[config.mk]
export PLATFORM = sky130hd
export DESIGN_NAME = nes_joypad_target
export DESIGN_NICKNAME = d
export VERILOG_FILES = /design/src/rtl/nes_joypad_target_pkg.sv /design/src/rtl/i2c_line_sync.sv /design/src/rtl/nes_joypad_target.sv
export SDC_FILE = /design/constraint.sdc
export NUM_CORES = 1
export LEC_CHECK = 0
export CELL_PAD_IN_SITES_DETAIL_PLACEMENT = 0
export CELL_PAD_IN_SITES_GLOBAL_PLACEMENT = 1
export CORE_MARGIN = 2
export CORE_UTILIZATION = 48
export CTS_BUF_LIST = sky130_fd_sc_hd__clkbuf_16
export DETAILED_ROUTE_END_ITERATION = 6
export PLACE_DENSITY_LB_ADDON = 0.3
export SLEW_MARGIN = 20
export SYNTH_ARGS = -nofsm -noshare
export SYNTH_HDL_FRONTEND = slang
export SYNTH_SLANG_ARGS = --single-unit
export TNS_END_PERCENT = 20
[constraint.sdc]
create_clock -name clk -period 6.6 [get_ports clk]
set_clock_uncertainty 0.2 [all_clocks]
set_input_delay 1.32 -clock clk [delete_from_list [all_inputs] [get_ports clk]]
set_output_delay 1.32 -clock clk [all_outputs]
set_load 0.02 [all_outputs]
[src/rtl/nes_joypad_target_pkg.sv]
// nes_joypad_target_pkg: joypad bit indices, default target address and FSM state encoding shared by initiator and target.
package nes_joypad_target_pkg;
  localparam logic [6:0] JOYP_ADDRESS = 7'h52;
  localparam int JOYP_A      = 0;
  localparam int JOYP_B      = 1;
  localparam int JOYP_SELECT = 2;
  localparam int JOYP_START  = 3;
  localparam int JOYP_UP     = 4;
  localparam int JOYP_DOWN   = 5;
  localparam int JOYP_LEFT   = 6;
  localparam int JOYP_RIGHT  = 7;
  typedef enum logic [2:0] {
    ST_IDLE, ST_ADDR, ST_ADDR_ACK, ST_TX, ST_TX_ACK, ST_RX, ST_RX_ACK
  } state_e;
endpackage

[src/rtl/i2c_line_sync.sv]
// i2c_line_sync: synchronizes scl/sda and derives scl edge and START/STOP strobes.
module i2c_line_sync #(
  parameter int SYNC_STAGES = 2
) (
  input  logic clk,
  input  logic rst,
  input  logic scl_i,
  input  logic sda_i,
  output logic sda_o,
  output logic scl_rise_o,
  output logic scl_fall_o,
  output logic start_o,
  output logic stop_o
);
  // bit 1 = scl, bit 0 = sda; both lines share depth so their relative order is kept
  logic [SYNC_STAGES-1:0][1:0] sync_q;
  logic [1:0] hist_q;
  logic [1:0] cur;
  always_ff @(posedge clk or posedge rst)
    if (rst) begin
      sync_q <= '1;
      hist_q <= 2'b11;
    end else begin
      sync_q <= {sync_q[SYNC_STAGES-2:0], {scl_i, sda_i}};
      hist_q <= sync_q[SYNC_STAGES-1];
    end
  assign cur        = sync_q[SYNC_STAGES-1];
  assign sda_o      = cur[0];
  assign scl_rise_o = cur[1] & ~hist_q[1];
  assign scl_fall_o = ~cur[1] & hist_q[1];
  assign start_o    = cur[1] & hist_q[1] & hist_q[0] & ~cur[0];
  assign stop_o     = cur[1] & hist_q[1] & ~hist_q[0] & cur[0];
endmodule

[src/rtl/nes_joypad_target.sv]
// nes_joypad_target: I2C-style target serving active-low button bytes on read and latching written command bytes.
module nes_joypad_target
  import nes_joypad_target_pkg::*;
#(
  parameter logic [6:0] ADDRESS     = JOYP_ADDRESS,
  parameter int         SYNC_STAGES = 2
) (
  input  logic       clk,
  input  logic       rst,
  input  logic       scl_in,
  input  logic       sda_in,
  output logic       sda_out,
  input  logic [7:0] buttons,
  output logic [7:0] cmd,
  output logic       cmd_valid,
  output logic       busy
);
  logic sda_s, rise, fall, start, stop;
  state_e state_q;
  logic [2:0] cnt_q;
  logic ph_q, rw_q, sda_q, busy_q, cmd_valid_q;
  logic [7:0] sh_q, tx_q, cmd_q, rx_d;
  i2c_line_sync #(.SYNC_STAGES(SYNC_STAGES)) u_sync (
    .clk(clk), .rst(rst), .scl_i(scl_in), .sda_i(sda_in),
    .sda_o(sda_s), .scl_rise_o(rise), .scl_fall_o(fall), .start_o(start), .stop_o(stop)
  );
  assign rx_d = {sh_q[6:0], sda_s};
  // ph_q splits each ACK slot into its drive half and its release half
  always_ff @(posedge clk or posedge rst)
    if (rst) begin
      state_q     <= ST_IDLE;
      cnt_q       <= 3'd0;
      ph_q        <= 1'b0;
      rw_q        <= 1'b0;
      sh_q        <= 8'h00;
      tx_q        <= 8'h00;
      sda_q       <= 1'b1;
      busy_q      <= 1'b0;
      cmd_q       <= 8'h00;
      cmd_valid_q <= 1'b0;
    end else begin
      cmd_valid_q <= 1'b0;
      if (start) begin
        state_q <= ST_ADDR;
        cnt_q   <= 3'd0;
        ph_q    <= 1'b0;
        sda_q   <= 1'b1;
        busy_q  <= 1'b0;
      end else if (stop) begin
        state_q <= ST_IDLE;
        ph_q    <= 1'b0;
        sda_q   <= 1'b1;
        busy_q  <= 1'b0;
      end else begin
        case (state_q)
          ST_ADDR: if (rise) begin
            sh_q  <= rx_d;
            cnt_q <= cnt_q + 3'd1;
            if (cnt_q == 3'd7) begin
              rw_q    <= sda_s;
              state_q <= (rx_d[7:1] == ADDRESS) ? ST_ADDR_ACK : ST_IDLE;
            end
          end
          ST_ADDR_ACK: if (fall) begin
            if (!ph_q) begin
              sda_q  <= 1'b0;
              busy_q <= 1'b1;
              tx_q   <= ~buttons;
              ph_q   <= 1'b1;
            end else begin
              ph_q    <= 1'b0;
              sda_q   <= rw_q ? tx_q[7] : 1'b1;
              tx_q    <= rw_q ? {tx_q[6:0], 1'b0} : tx_q;
              cnt_q   <= rw_q ? 3'd1 : 3'd0;
              state_q <= rw_q ? ST_TX : ST_RX;
            end
          end
          // the first bit of a byte is presented on entry, so cnt wrapping to 0 marks the ACK slot
          ST_TX: if (fall) begin
            if (cnt_q == 3'd0) begin
              sda_q   <= 1'b1;
              state_q <= ST_TX_ACK;
            end else begin
              sda_q <= tx_q[7];
              tx_q  <= {tx_q[6:0], 1'b0};
              cnt_q <= cnt_q + 3'd1;
            end
          end
          ST_TX_ACK:
            if (rise && !ph_q) begin
              if (sda_s) begin
                busy_q  <= 1'b0;
                state_q <= ST_IDLE;
              end else begin
                tx_q <= ~buttons;
                ph_q <= 1'b1;
              end
            end else if (fall && ph_q) begin
              ph_q    <= 1'b0;
              sda_q   <= tx_q[7];
              tx_q    <= {tx_q[6:0], 1'b0};
              cnt_q   <= 3'd1;
              state_q <= ST_TX;
            end
          ST_RX: if (rise) begin
            sh_q  <= rx_d;
            cnt_q <= cnt_q + 3'd1;
            if (cnt_q == 3'd7) state_q <= ST_RX_ACK;
          end
          ST_RX_ACK: if (fall) begin
            if (!ph_q) begin
              sda_q       <= 1'b0;
              cmd_q       <= sh_q;
              cmd_valid_q <= 1'b1;
              ph_q        <= 1'b1;
            end else begin
              sda_q   <= 1'b1;
              ph_q    <= 1'b0;
              cnt_q   <= 3'd0;
              state_q <= ST_RX;
            end
          end
          default: ;
        endcase
      end
    end
  assign sda_out   = sda_q;
  assign busy      = busy_q;
  assign cmd       = cmd_q;
  assign cmd_valid = cmd_valid_q;
endmodule
==> out/metrics.csv <==
stage,metric,value,unit
synthesis,ys_seq_elements,41,
global_route,grt_overflow,0,
cts,cts_buffers,5,
die,rows,24,
global_route,grt_pass1_vias,1495,
timing,tightest_slew,0.7959,ns
hold_path,hold_path.class,reg2reg,
critical_path,crit_family,buffers and inverters,
cts,clock_path_buffers,2,
synthesis,synth_ff_type,dfrtp_1,
critical_path,crit_required,5.08,ns
timing,fin_setup_tns,0,ns
drt,wl_per_cell,15.48,um
cts,cts_root_buf,clkbuf_16,
die,ios,23,
drt,routed_via_density,5.657,
critical_path,crit_type,reg2out,
synthesis,syn_area_per_cell,11.31,um^2
critical_path,arrival,1.39,ns
pwr,vdd_drop_max,156.7,uV
timing,timing.final.crit_period,2.914,ns
final_layout,n_antenna_cell,0,
drt,drc,0,
cts,clkLatencyLatePin,0.28,ns
synthesis,yosysWarnings,0,
critical_path,cp_num_buf_inv,1,
drt,drt-initial-drc-count,135,
critical_path,crit_path_end_kind,output port,
die,dieWidth,71.27,um
flow_run,maxCapViolations,0,
pwr,power_density,216.2,nW/um^2
outcome,status,completed,
die,die_y,71.27,um
cts,cts_resized,0,
drt,antenna_left,0,
timing,fin_crit_sh,0.4415,
global_route,grt_pass1_wl,7162,um
die,start_util,0.4989,
drt,routed_wirelength,4103,um
pwr,leakage,0.001085,uW
critical_path,start_kind,flop,
cts,cts_sinks,41,
synthesis,async_reset_ff_frac,1.000,
synthesis,synthesis.nets,207,
final_layout,fin_area,2554,um^2
drt,vias,1499,
cts,cts.htree.levels,2,
synthesis,syn_inst,192,
place,place_area,2410,um^2
final_layout,nNetsFinal,227,
timing,slew_violations,0,
global_route,grtUsageTotal,0.1825,
place,portBuffers,22,
timing,setup_viol_count_final,0,
final_layout,syn_to_final_growth,17.57,%
critical_path,cp_cell_sequence,clkdlybuf4s50_1,
cts,holdBufCountCts,0,
die,core,4354,um^2
critical_path,slowest_stage,clkdlybuf4s50_1,
synthesis,synth_edf_count,0,
timing,relSlewSlack,0.4674,
timing,fmax,0.3432,GHz
cts,post-cts-setup-buffer-count,0,
die,die_area,5079,um^2
cts,clk_pin_slew,0.06,ns
timing,hold_viol,0,
final_layout,nFillCells,344,
place,routabilityCongestion,0.8493,
cts,cts_tree,built,
critical_path,crit_fanout,2,
synthesis,synth.distinct_cells,48,
critical_path,crit_path_max_incr_delay,0.59,ns
global_route,grt_max_degree,42,
final_layout,drive_gt1_frac,0.1972,
global_route,grt_antenna_before_repair,0,
synthesis,ys_seq_area_frac,0.4764,
timing,rsz0062_at_grt,no,
synthesis,netlist_area,2172,um^2
drt,dr.pass1.iters,4,
place,post-dp-hpwl,2925,um
-- routing by layer --
layer  global-route usage  vias up  part of all wire
met5                    0        -                 0
met4              0.07128        0             0.014
met3              0.04501        5             0.034
met2               0.2942       28              0.49
met1               0.2382      731              0.46
li1                     -      735                 -
-- layout by cell type, fill, tap and decap left out, types with 5 or more instances in the layout --
master and count:
nor2b_1 5, a21oi_1 11, inv_1 5, dfstp_2 7
nand3_1 5, nor2_1 5, mux2_2 8, clkbuf_16 5
dfrtp_1 34, mux2_4 8, nand2b_1 6, mux2_1 9
nand2_1 20, mux2i_1 5, o21ai_0 13, clkdlybuf4s50_1 22
-- metrics by stage --
| step | std cells | hold WS [ns] | util | setup WS (ns) | power, uW |
|---|---|---|---|---|---|
| after floorplan | 192 | 0.1452 | - | 4.146 | 308.7 |
| after global placement | 257 | 0.1469 | 0.5534 | 3.985 | 322.5 |
| after detailed placement | 257 | 0.1489 | 0.5534 | 3.985 | 324.6 |
| after CTS | 265 | 0.1578 | 0.5865 | 3.677 | 560.1 |
| after global routing | 265 | 0.1635 | 0.5865 | 3.660 | 578.3 |
| final | 265 | 0.1583 | 0.5865 | 3.686 | 552.1 |
-- worst paths after layout --
| path | from | endpoint | slack, ns | cells after the start |
|---|---|---|---|---|
| max in group asynchronous | rst | sda_out | 4.59 | 3 |
| setup reg to reg | state_q[1] | tx_q[3] | 4.00 | 5 |
| setup / recovery | sda_out | sda_out | 3.69 | 1 |
| hold reg to reg | u_sync.sync_q[1] | u_sync.cur[1] | 0.16 | 0 |
| hold / removal | u_sync.sync_q[1] | u_sync.cur[1] | 0.16 | 0 |
| min in group asynchronous | rst | cmd_valid | 1.25 | 3 |
-- synthesized netlist by cell type, drive strengths merged (2+ instances only) --
master | number | area (um^2)
a2111oi | 2 | 37.54
dfstp | 7 | 183.9
ha | 3 | 37.54
nand2 | 21 | 86.33
a211oi | 2 | 27.53
clkbuf | 5 | 18.77
a311oi | 2 | 23.77
mux2i | 5 | 50.05
a31oi | 3 | 18.77
nor2 | 5 | 18.77
nand3b | 2 | 15.01
a21oi | 12 | 63.81
or3b | 2 | 17.52
nand3 | 5 | 25.02
nor4bb | 2 | 20.02
dfrtp | 34 | 850.8
nand4 | 3 | 18.77
nor3b | 4 | 46.29
inv | 6 | 22.52
nor2b | 5 | 31.28
nand2b | 6 | 37.54
buf | 5 | 36.28
o22ai | 2 | 12.51
o21ai | 14 | 70.06
mux2 | 25 | 311.6
-- cell type report --
| type | instances | area [um^2] | area share |
|---|---|---|---|
| tap | 52 | 65.06 | 0.02548 |
| clock buffer | 5 | 125.1 | 0.04900 |
| inverter | 6 | 22.52 | 0.008819 |
| clock inverter | 3 | 18.77 | 0.007349 |
| sequential | 41 | 1035 | 0.4052 |
| timing repair buffer | 23 | 227.7 | 0.08917 |
| multi-input combinational | 135 | 1060 | 0.4150 |
-- registers in the layout, summed over array words and instances (netlist names), 2 cells and up --
register,count
cmd,8
u_sync.cur,2
u_sync.hist_q,2
cnt_q,3
u_sync.sync_q,2
state_q,3
tx_q,8
sh_q,8
-- kinds of logic after synthesis --
group           share of synthesized area
mux                                0.1665
flops                              0.4764
buf+inv                           0.03571
xor+xnor                         0.004033
simple gates                       0.1532
compound gates                     0.1469
fa+ha+maj                         0.01728
-- power by group --
part | switching (uW) | total, uW | internal [uW] | leakage, uW
Clock | 94.4 | 233 | 138 | 0.0000672
Sequential | 13.8 | 276 | 262 | 0.000508
Combinational | 20.6 | 43.4 | 22.8 | 0.000509
Total | 129 | 552 | 423 | 0.00108
(Power assumes the default switching activity.)
